==> src/rtl/q_mon_pkg.sv <==
// Shared types and default widths for the q pulse monitor.
// Imported by sat_inc and q_pulse_monitor.
package q_mon_pkg;

  typedef enum logic [1:0] {
    BLOCKED,
    ARMED,
    HIGH
  } q_mon_state_t;

  localparam int COUNT_W_DEF = 8;
  localparam int RUN_W_DEF   = 8;

endpackage

==> src/rtl/q_mon_sat_inc.sv <==
// Saturating incrementer: y = a + 1, held at all-ones.
// Shared by the pulse counter and the run-length counter.
module sat_inc
  import q_mon_pkg::*;
#(
  parameter int W = COUNT_W_DEF
) (
  input  logic [W-1:0] a,
  output logic [W-1:0] y
);

  assign y = (&a) ? a : a + W'(1);

endmodule

==> src/rtl/q_pulse_monitor.sv <==
// Counts and measures high runs of a detector's q output.
// Optional sticky `stuck` output under `Q_MON_STUCK_EN`.
module q_pulse_monitor
  import q_mon_pkg::*;
#(
  parameter int COUNT_W   = COUNT_W_DEF,
  parameter int RUN_W     = RUN_W_DEF,
  parameter int THRESHOLD = 4
`ifdef Q_MON_STUCK_EN
  ,
  parameter int TIMEOUT   = 16
`endif
) (
  input  logic               clock,
  input  logic               reset,
  input  logic               q,
  input  logic               clear,
  output logic               rise,
  output logic               run_done,
  output logic [RUN_W-1:0]   last_run,
  output logic [RUN_W-1:0]   max_run,
  output logic [COUNT_W-1:0] pulse_count,
`ifdef Q_MON_STUCK_EN
  output logic               stuck,
`endif
  output logic               alarm
);

  localparam logic [COUNT_W-1:0] ALARM_AT =
    COUNT_W'(THRESHOLD - 1);

  q_mon_state_t       state_q, state_d;
  logic               rise_q, rise_d;
  logic               done_q, done_d;
  logic               alarm_q, alarm_d;
  logic [RUN_W-1:0]   last_q, last_d;
  logic [RUN_W-1:0]   max_q, max_d;
  logic [RUN_W-1:0]   run_len_q, run_len_d;
  logic [COUNT_W-1:0] count_q, count_d;
  logic [COUNT_W-1:0] count_inc;
  logic [RUN_W-1:0]   run_inc;

  sat_inc #(.W(COUNT_W)) u_count_inc (
    .a (count_q),
    .y (count_inc)
  );

  sat_inc #(.W(RUN_W)) u_run_inc (
    .a (run_len_q),
    .y (run_inc)
  );

  always_comb begin
    state_d   = state_q;
    rise_d    = 1'b0;
    done_d    = 1'b0;
    alarm_d   = alarm_q;
    last_d    = last_q;
    max_d     = max_q;
    run_len_d = run_len_q;
    count_d   = count_q;
    if (clear) begin
      // An interrupted run must not be counted after the clear
      state_d   = q ? BLOCKED : ARMED;
      alarm_d   = 1'b0;
      last_d    = '0;
      max_d     = '0;
      run_len_d = '0;
      count_d   = '0;
    end else begin
      unique case (state_q)
        BLOCKED: begin
          if (!q) state_d = ARMED;
        end
        ARMED: begin
          if (q) begin
            state_d   = HIGH;
            run_len_d = RUN_W'(1);
            count_d   = count_inc;
            rise_d    = 1'b1;
            if (count_q == ALARM_AT) alarm_d = 1'b1;
          end
        end
        HIGH: begin
          if (q) begin
            run_len_d = run_inc;
          end else begin
            state_d = ARMED;
            last_d  = run_len_q;
            done_d  = 1'b1;
            if (run_len_q > max_q) max_d = run_len_q;
          end
        end
        default: state_d = BLOCKED;
      endcase
    end
  end

  always_ff @(posedge clock) begin
    if (reset) begin
      state_q   <= BLOCKED;
      rise_q    <= 1'b0;
      done_q    <= 1'b0;
      alarm_q   <= 1'b0;
      last_q    <= '0;
      max_q     <= '0;
      run_len_q <= '0;
      count_q   <= '0;
    end else begin
      state_q   <= state_d;
      rise_q    <= rise_d;
      done_q    <= done_d;
      alarm_q   <= alarm_d;
      last_q    <= last_d;
      max_q     <= max_d;
      run_len_q <= run_len_d;
      count_q   <= count_d;
    end
  end

`ifdef Q_MON_STUCK_EN
  logic stuck_q, stuck_d;

  always_comb begin
    stuck_d = stuck_q;
    if (clear) begin
      stuck_d = 1'b0;
    end else if (state_d == HIGH &&
                 32'(run_len_d) == TIMEOUT) begin
      stuck_d = 1'b1;
    end
  end

  always_ff @(posedge clock) begin
    if (reset) stuck_q <= 1'b0;
    else       stuck_q <= stuck_d;
  end

  assign stuck = stuck_q;
`endif

  assign rise        = rise_q;
  assign run_done    = done_q;
  assign last_run    = last_q;
  assign max_run     = max_q;
  assign pulse_count = count_q;
  assign alarm       = alarm_q;

endmodule

==> config.mk <==
export PLATFORM = sky130hd
export DESIGN_NAME = q_pulse_monitor
export DESIGN_NICKNAME = d
export VERILOG_FILES = /design/src/rtl/q_mon_pkg.sv /design/src/rtl/q_mon_sat_inc.sv /design/src/rtl/q_pulse_monitor.sv
export SDC_FILE = /design/constraint.sdc
export NUM_CORES = 1
export LEC_CHECK = 0
export ABC_AREA = 1
export CAP_MARGIN = 10
export CORE_ASPECT_RATIO = 1.1
export CORE_UTILIZATION = 53
export CTS_BUF_LIST = sky130_fd_sc_hd__clkbuf_16
export CTS_CLUSTER_DIAMETER = 150
export DETAILED_ROUTE_END_ITERATION = 8
export PLACE_DENSITY_LB_ADDON = 0.05
export SLEW_MARGIN = 20
export SYNTH_ARGS = -nofsm -noshare
export SYNTH_HDL_FRONTEND = slang
export SYNTH_SLANG_ARGS = --single-unit
==> constraint.sdc <==
create_clock -name clock -period 1.67 [get_ports clock]
set_input_delay 0.2505 -clock clock [delete_from_list [all_inputs] [get_ports clock]]
set_output_delay 0.2505 -clock clock [all_outputs]
set_load 0.005 [all_outputs]
==> results of run 1 <==
## Yosys cell counts (all sizes together)
master,number
nor2,39
clkbuf,3
xor2,3
a21oi,32
inv,32
o21ai,13
nand2,73
buf,4
ha,10
dfxtp,37
nand3,20
nor3,4
nor4,1
xnor2,3
a21o,1
## registers in the layout (all words and copies together), names as in the netlist
name and cells:
max_run 8, pulse_count 8, run_done 1, run_len_q 8, last_run 8, rise 1
state_q 2, alarm 1
## power groups by stage
stage | Combinational (mW) | Sequential (mW) | Clock, mW
global placement | 0.101 | 0.913 | 0
global route | 0.123 | 0.895 | 0.920
detailed placement | 0.103 | 0.913 | 0
floorplan | 0.0710 | 0.913 | 0
finish | 0.109 | 0.894 | 0.889
CTS | 0.103 | 0.894 | 0.896
## metal layers
layer | wire [um] | part of all wire (%) | global-route usage (%)
met1 | 2110 | 45 | 32.6
met2 | 2280 | 49 | 42.6
met3 | 182 | 3.9 | 6.30
met4 | 108 | 2.3 | 11.9
met5 | 0 | 0 | 0
## tightest hold or removal path, stage by stage, from the launching register on
cell,delay [ps]
dfxtp_1,310
inv_1,50
a21oi_1,50
## layout make-up
| cell class | count | area, um2 |
|---|---|---|
| multi-input cells | 199 | 1030 |
| fillers | 297 | 918 |
| flip-flops and latches | 37 | 746 |
| repair buffers | 42 | 407 |
| clock buffers | 5 | 125 |
| inverters | 32 | 120 |
| well taps | 48 | 60.1 |
| clock inverters | 2 | 11.3 |
## final timing paths
path / to / slack, ps / cells after the start / start
worst max register to register: max_run[4]$_SDFFE_PP0P_ / 120 / 11 / max_run[3]$_SDFFE_PP0P_
worst min-delay path: alarm$_SDFFE_PP0P_ / 460 / 2 / alarm$_SDFFE_PP0P_
worst max-delay path: pulse_count[2] / 90 / 1 / pulse_count[2]$_SDFFE_PP0P_
worst min register to register: alarm$_SDFFE_PP0P_ / 460 / 2 / alarm$_SDFFE_PP0P_
## placed cells by master, fill, tap and decap left out, drive strengths merged
master / n
clkinv: 1
o21ai: 13
dfxtp: 37
ha: 10
xnor2: 3
inv: 32
nor2: 39
a21oi: 32
clkdlybuf4s50: 30
nor3: 4
clkinvlp: 1
buf: 12
nand2: 73
clkbuf: 5
a21o: 1
nor4: 1
xor2: 3
nand3: 20
## cells by family (layout without fill, tap and decap cells)
logic type                 after synthesis  count (layout)  synth area share (%)
buffers and inverters                   39              81                  9.46
and+or+nand+nor                        137             137                  30.4
xor gates and xnor gates                 6               6                  2.72
adders and majority gates               10              10                  6.48
AOI/OAI and AO/OA                       46              46                  12.6
DFF                                     37              37                  38.3
## timing repair
item,CTS,global route
buffers inserted,0,1
hold endpoints to repair,0,0
endpoints found under the setup margin,0,12
hold buffers,0,0
resized for setup,0,12
==> flow_summary_export.csv, run 1 <==
group,metric,value,unit
placement,dp_hpwl,3180,um
cells_and_area,fin_cells,365,
placement,io_buffers,30,
placement,dp_slack,80.5,ps
floorplanning,num_rows,22,
clocking,htreeDepth,2,
floorplanning,start_util,56.6,%
global_routing,first_global_vias,1693,
worst_setup_path,crit_type,"register to output port",
placement,placed_cells,356,
placement,gp_congestion,0.959,
global_routing,antenna_found_initial,0,
power,p_int,1.47,mW
timing,clock_skew,2.70,ps
power,p_clk_share,47.0,%
global_routing,grt_max_degree,19,
drt,first_pass_iters,4,
power,power_density,758,mW/mm2
hold_path,hold_path.class,"register to register",
run,cap_viol_max_count,0,
timing,period_minus_slack,1580,ps
placement,postPlaceCellArea,0.00230,mm2
drt,via_count,1877,
worst_setup_path,slowest_stage,"clkdlybuf4s50_1",
drt,antenna_left,0,
cells_and_area,postLayoutCoreUtil,73.1,%
worst_setup_path,setup.worst_path.end_class,"output port",
floorplanning,die_w,59.6,um
worst_setup_path,path_buf_inv,1,
worst_setup_path,start_kind,"register",
logic_synthesis,syn_avg_cell_area,7.02,um2
timing,max_slew_margin,71.5,%
clocking,cts_root_buffer,"clkbuf_16",
clocking,cts_max_path_buffers,2,
clocking,clk_latency,280,ps
global_routing,grt_first_pass_wirelength,7640,um
floorplanning,dieHeight,65.3,um
timing,fin_hold_ws,457,ps
logic_synthesis,synth_top_area_share,38.3,%
cells_and_area,layout-drive-gt1-share,11.7,%
power,seqPwrFrac,47.3,%
logic_synthesis,synth_area_leaders,"dfxtp_1 (38%), nand2_1 (13%), a21oi_1 (8.0%), nor2_1 (7.2%), ha_1 (6.5%)",
drt,vias_per_cell,5.14,
cells_and_area,final_area,0.00249,mm2
cells_and_area,syn2layout_area_growth,29.1,%
worst_setup_path,required,1420,ps
outcome,outcome,"complete, no violations",
timing,worst_slack,88.2,ps
worst_setup_path,worstPathMaxFanout,7,
floorplanning,die_area,0.00389,mm2
timing,tightest_slew,428,ps
drt,drt_iter0_drc,100,
clocking,clk_pin_slew,50,ps
logic_synthesis,yosysSeqAreaShare,38.3,%
logic_synthesis,synth_area_leader_cell,"dfxtp_1",
logic_synthesis,syn_inst,275,
global_routing,grt_util_all_layers,26.3,%
timing,min_period_over_period,94.7,%
logic_synthesis,syn_nets,289,
power,comb_power_share,5.8,%
logic_synthesis,syn_area,0.00193,mm2
timing,tns,0,ps
power,swShare,22.4,%
logic_synthesis,synth_seq_cells,37,
drt,wl,4680,um
power,ir_worst_vdd,0.589,mV
timing,finalHoldViolations,0,
worst_setup_path,cpPeakStageDelay,570,ps
floorplanning,core_area,0.00341,mm2
cells_and_area,fin_nets,331,
floorplanning,io_pins,31,
cells_and_area,num_antenna_cells,0,
timing,drv_slew,0,
power,finalPower,1.89,mW
clocking,clock-sinks,37,
worst_setup_path,cpLargestDelayFamily,"buffers and inverters",
global_routing,grt-ovfl-total,0,
worst_setup_path,arrival,1330,ps
power,leakage,0.966,nW
logic_synthesis,ys_types,24,
timing,fmax,632,MHz
power,p_sw,0.424,mW
clocking,cts_inserted_buffers,5,
worst_setup_path,crit_chain,"clkdlybuf4s50_1",
drt,routedWlPerCell,12.8,um
logic_synthesis,ys_warn_count,0,
timing,finalSetupViolCount,0,
clocking,cts_tree,"yes",
drt,drc,0,
Power figures use the tool's default switching activity.
==> run 2, diff against run 1 <==
--- a/config.mk
+++ b/config.mk
@@ -8,7 +8,7 @@
 export ABC_AREA = 1
 export CAP_MARGIN = 10
 export CORE_ASPECT_RATIO = 1.1
-export CORE_UTILIZATION = 53
+export CORE_UTILIZATION = 48
 export CTS_BUF_LIST = sky130_fd_sc_hd__clkbuf_16
 export CTS_CLUSTER_DIAMETER = 150
 export DETAILED_ROUTE_END_ITERATION = 8
==> constraint.sdc (replaced) <==
create_clock -name clock -period 1.3 [get_ports clock]
set_input_delay 0.195 -clock clock [delete_from_list [all_inputs] [get_ports clock]]
set_output_delay 0.195 -clock clock [all_outputs]
set_load 0.005 [all_outputs]
==> run 2 against run 1 <==
- the flow now finishes with violations (negative setup slack)
- setup slack got worse by 270 ps
- flip-flop and latch count is the same
- sequential share of layout area shrank 4.8 points
- first-iteration DRC count shrank 19%
- register-to-register slack lost 300 ps
- hold slack worse by 2.4 ps
- cell area increased by 24%
- cell count up 10%
- non-clock buffer count is 30 higher
- utilization up 9.3 points
- critical path depth up 6
- clock skew about the same
- critical endpoint is now max_run[6]$_SDFFE_PP0P_
==> flow_summary_export.csv, run 2 (synthesized netlist as in run 1, its figures left out) <==
group,metric,value,unit
outcome,outcome,"finished, violations left",
outcome,violations,"negative setup slack",
clocking,cts_inserted_buffers,5,
timing,fmax,674,MHz
cells_and_area,final_common_cell,"nand2_1",
drt,drc,0,
clocking,clock-sinks,37,
global_routing,antenna_found_initial,0,
timing,max_slew_margin,73.7,%
worst_setup_path,r2r_start,"max_run[7]$_SDFFE_PP0P_",
cells_and_area,fillers,261,
hold_path,min-delay-start,"alarm$_SDFFE_PP0P_",
clocking,cts_tree,"yes",
cells_and_area,num_antenna_cells,0,
clocking,cts_max_path_buffers,2,
run,cap_viol_max_count,0,
timing,grt_setup_unrepaired,"true",
worst_setup_path,ff2ff_path_depth,7,
global_routing,grt_max_degree,25,
timing,worst_slack,-185,ps
global_routing,grt_first_pass_wirelength,8760,um
cells_and_area,syn2layout_area_growth,59.6,%
floorplanning,die_area,0.00428,mm2
cells_and_area,fin_nets,365,
drt,vias_per_cell,5.14,
timing,tightest_slew,395,ps
hold_path,hold_end,"alarm$_SDFFE_PP0P_",
power,power_density,798,mW/mm2
cells_and_area,mostFrequentLayoutCells,"nand2_1 (58), buf_4 (38), nor2_1 (30), dlygate4sd2_1 (24), inv_1 (23)",
worst_setup_path,arrival,1650,ps
worst_setup_path,setup.worst_path.end_class,"register",
drt,antenna_left,0,
global_routing,grt_util_all_layers,26.7,%
clocking,cts-hold-fix-buffers,0,
clocking,clk_pin_slew,50,ps
timing,fin_hold_ws,455,ps
drt,via_count,2065,
global_routing,first_global_vias,1984,
worst_setup_path,crit_type,"register to register",
power,finalPower,2.46,mW
timing,min_period_over_period,114,%
worst_setup_path,start_kind,"register",
floorplanning,io_pins,31,
hold_path,whs_path_depth,2,
timing,period_minus_slack,1480,ps
clocking,cts_root_buffer,"clkbuf_16",
timing,finalSetupViolCount,15,
floorplanning,die_w,62.5,um
placement,io_buffers,30,
timing,drv_slew,0,
placement,gp_congestion,0.885,
drt,first_pass_iters,4,
drt,routedWlPerCell,14.4,um
worst_setup_path,worstPathMaxFanout,8,
timing,finalHoldViolations,0,
global_routing,grt-ovfl-total,0,
power,ir_worst_vdd,0.704,mV
timing,clock_skew,2.93,ps
worst_setup_path,r2r_slack,-180,ps
timing,tns,-1660,ps
cells_and_area,seq_area,773,um2
clocking,clk_latency,280,ps
drt,wl,5780,um
worst_setup_path,reg2reg_to,"max_run[6]$_SDFFE_PP0P_",
cells_and_area,multi_input_area,0.00136,mm2
power,leakage,1.34,nW
drt,drt_iter0_drc,81,
placement,dp_hpwl,3450,um
worst_setup_path,required,1460,ps
floorplanning,core_area,0.00374,mm2
clocking,htreeDepth,2,
cells_and_area,layout-drive-gt1-share,39.2,%
floorplanning,num_rows,23,
hold_path,hold_path.class,"register to register",
floorplanning,dieHeight,68.5,um
floorplanning,start_util,51.6,%
[run 2: metal layers]
layer  vias up  part of all wire (%)  track usage, %  wire length [um]
li1       1034                     -               -                 -
met1       969                    41            29.0              2380
met2        48                    52            50.5              3030
met3        14                   3.9            6.25               226
met4         0                   2.6            11.3               148
met5         -                     0               0                 0
[run 2: power by group]
part / switching, mW / internal [mW]
sequential: 0.00796 / 1.14
clock: 0.437 / 0.692
combinational: 0.115 / 0.0696
[run 2: area by class of cell]
class | instances | area share, %
sequential | 37 | 25.1
tap | 50 | 2.03
clock inverter | 3 | 0.406
timing repair buffer | 72 | 20.0
clock buffer | 5 | 4.06
multi-input combinational | 202 | 44.0
inverter | 32 | 4.18
timing repair inverter | 1 | 0.244
[run 2: critical path: stages, from the launching register on]
cell and delay, ps:
dfxtp_2 330, inv_2 50, ha_4 220, a21o_1 180, nor2_4 220, nand2_8 120
a21oi_2 170, nor2_1 70
[run 2: repair_timing]
action,in CTS,in global routing
buffers inserted,3,2
hold endpoints to repair,0,0
gates cloned,3,1
pin swaps,22,23
endpoints found under the setup margin,51,35
resized for setup,75,40
[run 2: worst max path at each step]
| stage | startpoint | to | slack [ps] | cells past startpoint |
|---|---|---|---|---|
| final | max_run[7]$_SDFFE_PP0P_ | max_run[6]$_SDFFE_PP0P_ | -180 | 7 |
| after global routing | max_run[5]$_SDFFE_PP0P_ | max_run[6]$_SDFFE_PP0P_ | -260 | 9 |
| after CTS | max_run[1]$_SDFFE_PP0P_ | max_run[4]$_SDFFE_PP0P_ | -120 | 10 |
| after detailed placement | max_run[5]$_SDFFE_PP0P_ | max_run[4]$_SDFFE_PP0P_ | -280 | 9 |
| after global placement | max_run[7]$_SDFFE_PP0P_ | max_run[1]$_SDFFE_PP0P_ | -260 | 9 |
| after floorplan | max_run[5]$_SDFFE_PP0P_ | max_run[5]$_SDFFE_PP0P_ | -130 | 10 |
[run 2: metrics by stage]
| stage | worst slack (ps) | area [um2] | util, % | cells |
|---|---|---|---|---|
| 2_1_floorplan | -131 | 1960 | - | 275 |
| 3_3_place_gp | -257 | 2540 | 68.0 | 385 |
| 3_5_place_dp | -282 | 2540 | 68.0 | 385 |
| 4_1_cts | -119 | 2900 | 77.6 | 399 |
| 5_1_grt | -264 | 3080 | 82.4 | 402 |
| 6_report | -185 | 3080 | 82.4 | 402 |
